`src/rtl/clk_gate_pkg.sv`:
```
// Shared types and default timing constants for the clock-gate controller.
package clk_gate_pkg;

    typedef enum logic [1:0] {
        ST_ACTIVE = 2'd0,
        ST_GATED  = 2'd1,
        ST_WAKING = 2'd2
    } gate_state_t;

    localparam int unsigned DEF_IDLE_THRESH = 16;
    localparam int unsigned DEF_WAKE_LAT    = 2;

endpackage

```
`src/rtl/clk_gate_ctrl.sv`:
```
// Idle-driven clock-gate enable controller with a wake-settle sequence and
// a saturating count of gated cycles.
module clk_gate_ctrl
    import clk_gate_pkg::*;
#(
    parameter int unsigned IDLE_THRESH = DEF_IDLE_THRESH,
    parameter int unsigned WAKE_LAT    = DEF_WAKE_LAT
) (
    input  logic        clk_i,
    input  logic        rst_i,
    input  logic        busy_i,
    input  logic        sleep_req_i,
    input  logic        wake_req_i,
    input  logic        clr_cnt_i,
    output logic        clk_en_o,
    output logic        wake_ack_o,
    output logic        gated_o,
    output logic [31:0] gated_cnt_o
);

    localparam logic [15:0] IDLE_LAST = 16'(IDLE_THRESH - 1);
    localparam logic [3:0]  WAKE_LAST = (WAKE_LAT > 0) ? 4'(WAKE_LAT - 1) : 4'd0;

    gate_state_t state_q, state_d;
    logic [15:0] idle_cnt_q, idle_cnt_d;
    logic [3:0]  wake_cnt_q, wake_cnt_d;
    logic [31:0] gated_cnt_q;
    logic        wake_src;

    assign wake_src    = busy_i | wake_req_i;
    assign gated_cnt_o = gated_cnt_q;

    // NOTE: every always_comb output gets a default first so no path can infer a latch.
    always_comb begin
        state_d    = state_q;
        idle_cnt_d = '0;
        wake_cnt_d = '0;
        unique case (state_q)
            ST_ACTIVE: begin
                // Any wake source holds the idle count at zero and blocks gating.
                if (!wake_src) begin
                    if (sleep_req_i || idle_cnt_q == IDLE_LAST) state_d = ST_GATED;
                    else                                        idle_cnt_d = idle_cnt_q + 16'd1;
                end
            end
            ST_GATED: begin
                if (wake_src) state_d = (WAKE_LAT == 0) ? ST_ACTIVE : ST_WAKING;
            end
            ST_WAKING: begin
                if (wake_cnt_q == WAKE_LAST) state_d = ST_ACTIVE;
                else                         wake_cnt_d = wake_cnt_q + 4'd1;
            end
            default: state_d = ST_ACTIVE;
        endcase
    end

    // NOTE: sequential state uses non-blocking assignments only, so all registers sample together.
    always_ff @(posedge clk_i or posedge rst_i) begin
        if (rst_i) begin
            state_q    <= ST_ACTIVE;
            idle_cnt_q <= '0;
            wake_cnt_q <= '0;
            clk_en_o   <= 1'b1;
            gated_o    <= 1'b0;
            wake_ack_o <= 1'b0;
        end else begin
            state_q    <= state_d;
            idle_cnt_q <= idle_cnt_d;
            wake_cnt_q <= wake_cnt_d;
            // Status outputs are registered from the next state so they track state_q exactly.
            clk_en_o   <= (state_d != ST_GATED);
            gated_o    <= (state_d == ST_GATED);
            wake_ack_o <= (state_q == ST_ACTIVE) && wake_req_i;
        end
    end

    always_ff @(posedge clk_i or posedge rst_i) begin
        if (rst_i)                                 gated_cnt_q <= '0;
        else if (clr_cnt_i)                        gated_cnt_q <= '0;
        else if (gated_o && gated_cnt_q != '1)     gated_cnt_q <= gated_cnt_q + 32'd1;
    end

endmodule

```
`config.mk`:
```
export PLATFORM = sky130hd
export DESIGN_NAME = clk_gate_ctrl
export DESIGN_NICKNAME = d
export VERILOG_FILES = /design/src/rtl/clk_gate_pkg.sv /design/src/rtl/clk_gate_ctrl.sv
export SDC_FILE = /design/constraint.sdc
export NUM_CORES = 1
export LEC_CHECK = 0
export ABC_AREA = 1
export CORE_MARGIN = 1
export CORE_UTILIZATION = 45
export CTS_CLUSTER_SIZE = 12
export DETAILED_ROUTE_END_ITERATION = 10
export PLACE_DENSITY = 0.67
export SLEW_MARGIN = 20
export SYNTH_ARGS = -nofsm -noshare
export SYNTH_HDL_FRONTEND = slang
export SYNTH_SLANG_ARGS = --single-unit
```
`constraint.sdc`:
```
create_clock -name clk_i -period 2.4 [get_ports clk_i]
set_input_delay 0.48 -clock clk_i [delete_from_list [all_inputs] [get_ports clk_i]]
set_output_delay 0.48 -clock clk_i [all_outputs]
set_load 0.02 [all_outputs]
```
# [Yosys cells after proc, flatten, opt, wreduce, memory -nomap -nowiden]
# Cells that the tools add are included.
[totals] input_bits=6 reg_bits=57 output_inout_bits=35
[classes] bitwise=1 n_reduce_logical=5 addsub=3 mux=12 n_eq_ne=7
[ops] operator="$mux 32" count=2
[ops] operator="$mux 16" count=3
[ops] operator="$add 32x1->32 const B" count=1
[ops] operator="$ne 32x32->1 const B" count=1
[ops] operator="$add 16x1->16 const B" count=1
[ops] operator="$eq 16x4->1 const B" count=1
[ops] operator="$mux 2" count=4
[ops] operator="$mux 4" count=2
[ops] operator="$pmux 2 s3" count=1
[ops] operator="$add 4x1->4 const B" count=1
[ops] operator="$eq 2x1->1 const B" count=2
[ops] operator="$eq 4x1->1 const B" count=1
[ops] operator="$eq 2x2->1 const B" count=1
[ops] operator="$logic_and 1x1->1" count=2
[ops] operator="$logic_not 2->1" count=1
[ops] operator="$ne 2x1->1 const B" count=1
[ops] operator="$reduce_bool 2->1" count=1
[ops] operator="$logic_or 1x1->1" count=1
[ops] operator="$or 1x1->1" count=1

# [Logic depth before layout (Yosys ltp)]
[depth] depth_word=6 mapped_depth=12 ltp_nobuf=11

# [Least setup slack after synthesis]
# Ideal clock, no wire load.
[synth_path] path_type="flip-flop to flip-flop" start="register gated_cnt_q[1], in the netlist gated_cnt_o[1]" end="register gated_cnt_q[15], in the netlist gated_cnt_o[15]" n_path_buf=1 path_slack_ns=0.603 arrival_time_ns=1.732 stages_incl_launch_ff=13 synth_period_minus_slack_ns=1.797 cell_sequence="dfrtp_1 -> ha_1 -> nand2_2 -> nor2_8 -> nand2_4 -> nor2_8 -> nand2_4 -> nand2_2 -> nand2_4 -> clkinv_4 -> buf_6 -> nand2_1 -> nand2_1"
[synth_via] elab_chain_cells=3 elab_cells_between_ends=6
[synth_lines] element="start, declared" line_no="clk_gate_ctrl.sv:27" text="logic [31:0] gated_cnt_q;"
[synth_lines] element="start signal, assigned" line_no="clk_gate_ctrl.sv:80" text="else if (gated_o && gated_cnt_q != '1) gated_cnt_q <= gated_cnt_q + 32'd1;"
[synth_lines] element="$add 32x1->32 or $ne 32x32->1 (tied branches)" line_no="clk_gate_ctrl.sv:80"
[synth_lines] element="$mux 32 or $logic_and 1x1->1 (tied branches)" line_no="clk_gate_ctrl.sv:80"
[synth_lines] element="$mux 32 or $reduce_bool 2->1 (tied branches)"
# Parallel ways exist; a longest one is shown, timed or not. The select of a mux whose other input is x is not followed.
# A chain may end at the register's enable or synchronous reset.

# [Worst setup path after layout]
[layout_path] start="register gated_o" end="output port gated_o"
[layout_lines] element="start, declared" line_no="clk_gate_ctrl.sv:17" text="output logic gated_o,"
[layout_lines] element="start signal, assigned" line_no="clk_gate_ctrl.sv:72" text="gated_o <= (state_d == ST_GATED);"
# No word-level cell between the ends.

==> impl_metrics.env <==
export IMPL_dr_total_vias=3235
export IMPL_dp_hpwl_mm=5.98
export IMPL_die_x_um=88.8
export IMPL_r2r_start="gated_cnt_o[0]"
export IMPL_cts_resized=0
export IMPL_yosysSeqAreaShare_pct=42.1
export IMPL_yosysTopAreaCell="dfrtp_1"
export IMPL_grt_max_degree=28
export IMPL_worstPathMaxFanout=8
export IMPL_power_density_nw_per_um2=518
export IMPL_synthesis_area_um2=3390
export IMPL_hold_buffers=0
export IMPL_synth_area_leaders="dfrtp_1 (41%), nand2_1 (19%), nor2_1 (10%), nand3_1 (5.3%), inv_1 (5.2%)"
export IMPL_crit_required_ns=1.92
export IMPL_crit_path_cell_trace="clkdlybuf4s50_1"
export IMPL_drt_pass1_iter_count=4
export IMPL_synth_cell_types=28
export IMPL_slew_headroom_pct=56.6
export IMPL_layout_drive_gt1_share_pct=7.41
export IMPL_rrSetupSlack_ns=0.49
export IMPL_clk_pin_slew_ns=0.08
export IMPL_synth_compound_area_share_pct=1.51
export IMPL_whs_path_depth=1
export IMPL_grt_overflow_total=0
export IMPL_cts_root_buffer="clkbuf_8"
export IMPL_yosys_area_top_type_share_pct=41.3
export IMPL_p_comb_share_pct=8.6
export IMPL_syn_area_per_cell_um2=6.98
export IMPL_antenna_found_initial=0
export IMPL_swShare_pct=28.0
export IMPL_std_cell_rows=31
export IMPL_place_ws_ns=0.175
export IMPL_synth_edf_count=0
export IMPL_clock_latency_ns=0.35
export IMPL_drc=0
export IMPL_cts_buffer_depth=2
export IMPL_yosys_warnings=0
export IMPL_cts_max_level=3
export IMPL_cp_end_kind="output pin"
export IMPL_syn_nets=496
export IMPL_r2r_end="gated_cnt_o[13]"
export IMPL_path_depth=1
export IMPL_crit_family="buffers and inverters"
export IMPL_intPower_uw=1540
export IMPL_post_drt_wl_per_cell_um=12.7
export IMPL_start_util_pct=46.8
export IMPL_syn2layout_area_growth_pct=21.5
export IMPL_cts_sinks=57
export IMPL_synth_area_mux_share_pct=0
export IMPL_synthAdderAreaFrac_pct=1.48
export IMPL_synthFlopType="dfrtp_1"
export IMPL_leakagePower_uw=0.00191
export IMPL_maxCapViolations=0
export IMPL_port_buffers=40
export IMPL_drv_slew=0
export IMPL_cts_buffers=9
export IMPL_timing_setup_tns_ns=0
export IMPL_fillers=680
export IMPL_startpoint="gated_o"
export IMPL_ant_nets=0
export IMPL_hp_class="register to register"
export IMPL_dieArea_um2=7890
export IMPL_crit_type="register to output pin"
export IMPL_post_route_period_util_pct=83.4
export IMPL_hold_violations=0
export IMPL_wl_mm=8.11
export IMPL_synth_async_sr_flop_share_pct=100
export IMPL_status="complete, no violations"
export IMPL_grt_pass1_wl_mm=13.8
export IMPL_io_pins=41
export IMPL_syn_inst=486
export IMPL_gp_congestion=0.932
export IMPL_core_um2=7250
export IMPL_nets=545
export IMPL_yosys_area_share_simple_pct=43.6
export IMPL_cp_num_buf_inv=1
export IMPL_setup_slack_ns=0.398
export IMPL_grt_pass1_vias=3037
export IMPL_critPathMaxStageDelay_ns=0.66
export IMPL_grtUsageTotal_pct=23.2
export IMPL_synth_top_family_by_area="simple AND/OR/NAND/NOR gates"
export IMPL_rsz0062_at_grt="no"
export IMPL_crit_arrival_ns=1.52
export IMPL_irDropWorstVdd_uv=526
export IMPL_fin_skew_ns=0.0103
export IMPL_setup_viol=0
export IMPL_ff2ff_path_depth=8
export IMPL_power_share_sequential_pct=47.7
export IMPL_p_clk_share_pct=43.7
export IMPL_routed_via_density=5.06
export IMPL_tightest_slew_ns=0.649
export IMPL_worstSetupStartpointType="register"
export IMPL_cts_tree="done"
export IMPL_antennaDiodeCount=0
export IMPL_yosys_register_bits=57
export IMPL_max_freq_mhz=500
export IMPL_synth_xor_area_share_pct=4.39
export IMPL_fin_util_pct=56.8
export IMPL_cp_endpoint="gated_o"
export IMPL_switchingPower_uw=597
export IMPL_cp_slowest_cell="clkdlybuf4s50_1"
export IMPL_min_period_ns=2.00
export IMPL_die_y_um=88.8
export IMPL_drt_iter0_drc=169
export IMPL_cts_setup_buffers=0
export IMPL_finalPower_uw=2140
## synthesized netlist by cell type (2+ instances only)
master / n
a21oi_1: 2
buf_6: 2
clkbuf_1: 4
dfrtp_1: 56
ha_1: 4
inv_1: 47
nand2_1: 172
nand2_2: 2
nand2_4: 3
nand3_1: 36
nand4_1: 22
nor2_1: 90
nor2_2: 2
nor2_8: 2
nor3_1: 5
nor3b_1: 2
o21ai_0: 5
or2_2: 5
xnor2_1: 6
xor2_1: 11
## layout make-up
type                            count  area, um^2  share of cell area, %
Multi-Input combinational cell    372        1740                   42.1
Sequential cell                    57        1430                   34.6
Timing Repair Buffer               45         438                   10.6
Inverter                           50         193                   4.68
Clock buffer                        9         124                   3.01
Tap cell                           99         124                   3.01
Clock inverter                      7        78.8                   1.91
## sequential cells by signal (all words and copies together) (netlist names)
name / flops
idle_cnt_q: 16
wake_ack_o: 1
state_q: 2
gated_o: 1
wake_cnt_q: 4
clk_en_o: 1
gated_cnt_o: 32
## metrics by stage
stage	hold WS, ns	instance area [um^2]	std cells
floorplan	0.422	3390	486
global placement	0.442	3910	623
detailed placement	0.447	3910	623
CTS	0.456	4110	639
global route	0.471	4120	639
finish	0.455	4120	639
## metal layers
| metal | global-route usage, % | part of all wire (%) | routed length [um] |
|---|---|---|---|
| met1 | 27.7 | 45 | 3620 |
| met2 | 40.0 | 49 | 4000 |
| met3 | 6.06 | 3.9 | 313 |
| met4 | 9.24 | 2.1 | 174 |
| met5 | 0 | 0 | 0 |
## cell usage in the layout (no fill, tap or decap), types with 6 or more instances in the layout
| cell type | n |
|---|---|
| clkdlybuf4s50_1 | 40 |
| xnor2_1 | 6 |
| xor2_1 | 11 |
| nor2_1 | 90 |
| clkbuf_8 | 9 |
| inv_1 | 46 |
| nand4_1 | 22 |
| nand2_1 | 172 |
| nand3_1 | 36 |
| dfrtp_1 | 56 |
## worst min path at each step
stage                  startpoint             to  slack, ns
detailed placement  idle_cnt_q[0]  idle_cnt_q[0]       0.45
global route        idle_cnt_q[0]  idle_cnt_q[0]       0.47
global placement    idle_cnt_q[0]  idle_cnt_q[0]       0.44
CTS                 idle_cnt_q[0]  idle_cnt_q[0]       0.46
finish              idle_cnt_q[0]  idle_cnt_q[0]       0.46
floorplan              state_q[0]     wake_ack_o       0.42
## cells by family after synthesis
logic type | count (synthesis)
adders and majority gates | 4
DFF | 57
buffers and inverters | 57
AOI/OAI and AO/OA | 9
xor gates and xnor gates | 17
and+or+nand+nor | 342
## power groups by stage
| stage | clock network (uW) | logic (uW) | registers (uW) |
|---|---|---|---|
| 2_1_floorplan | 0 | 114 | 1040 |
| 3_3_place_gp | 0 | 185 | 1030 |
| 3_5_place_dp | 0 | 186 | 1040 |
| 4_1_cts | 957 | 187 | 1020 |
| 5_1_grt | 998 | 208 | 1020 |
| 6_report | 934 | 184 | 1020 |
No activity file was read; power rests on OpenSTA's default activity.
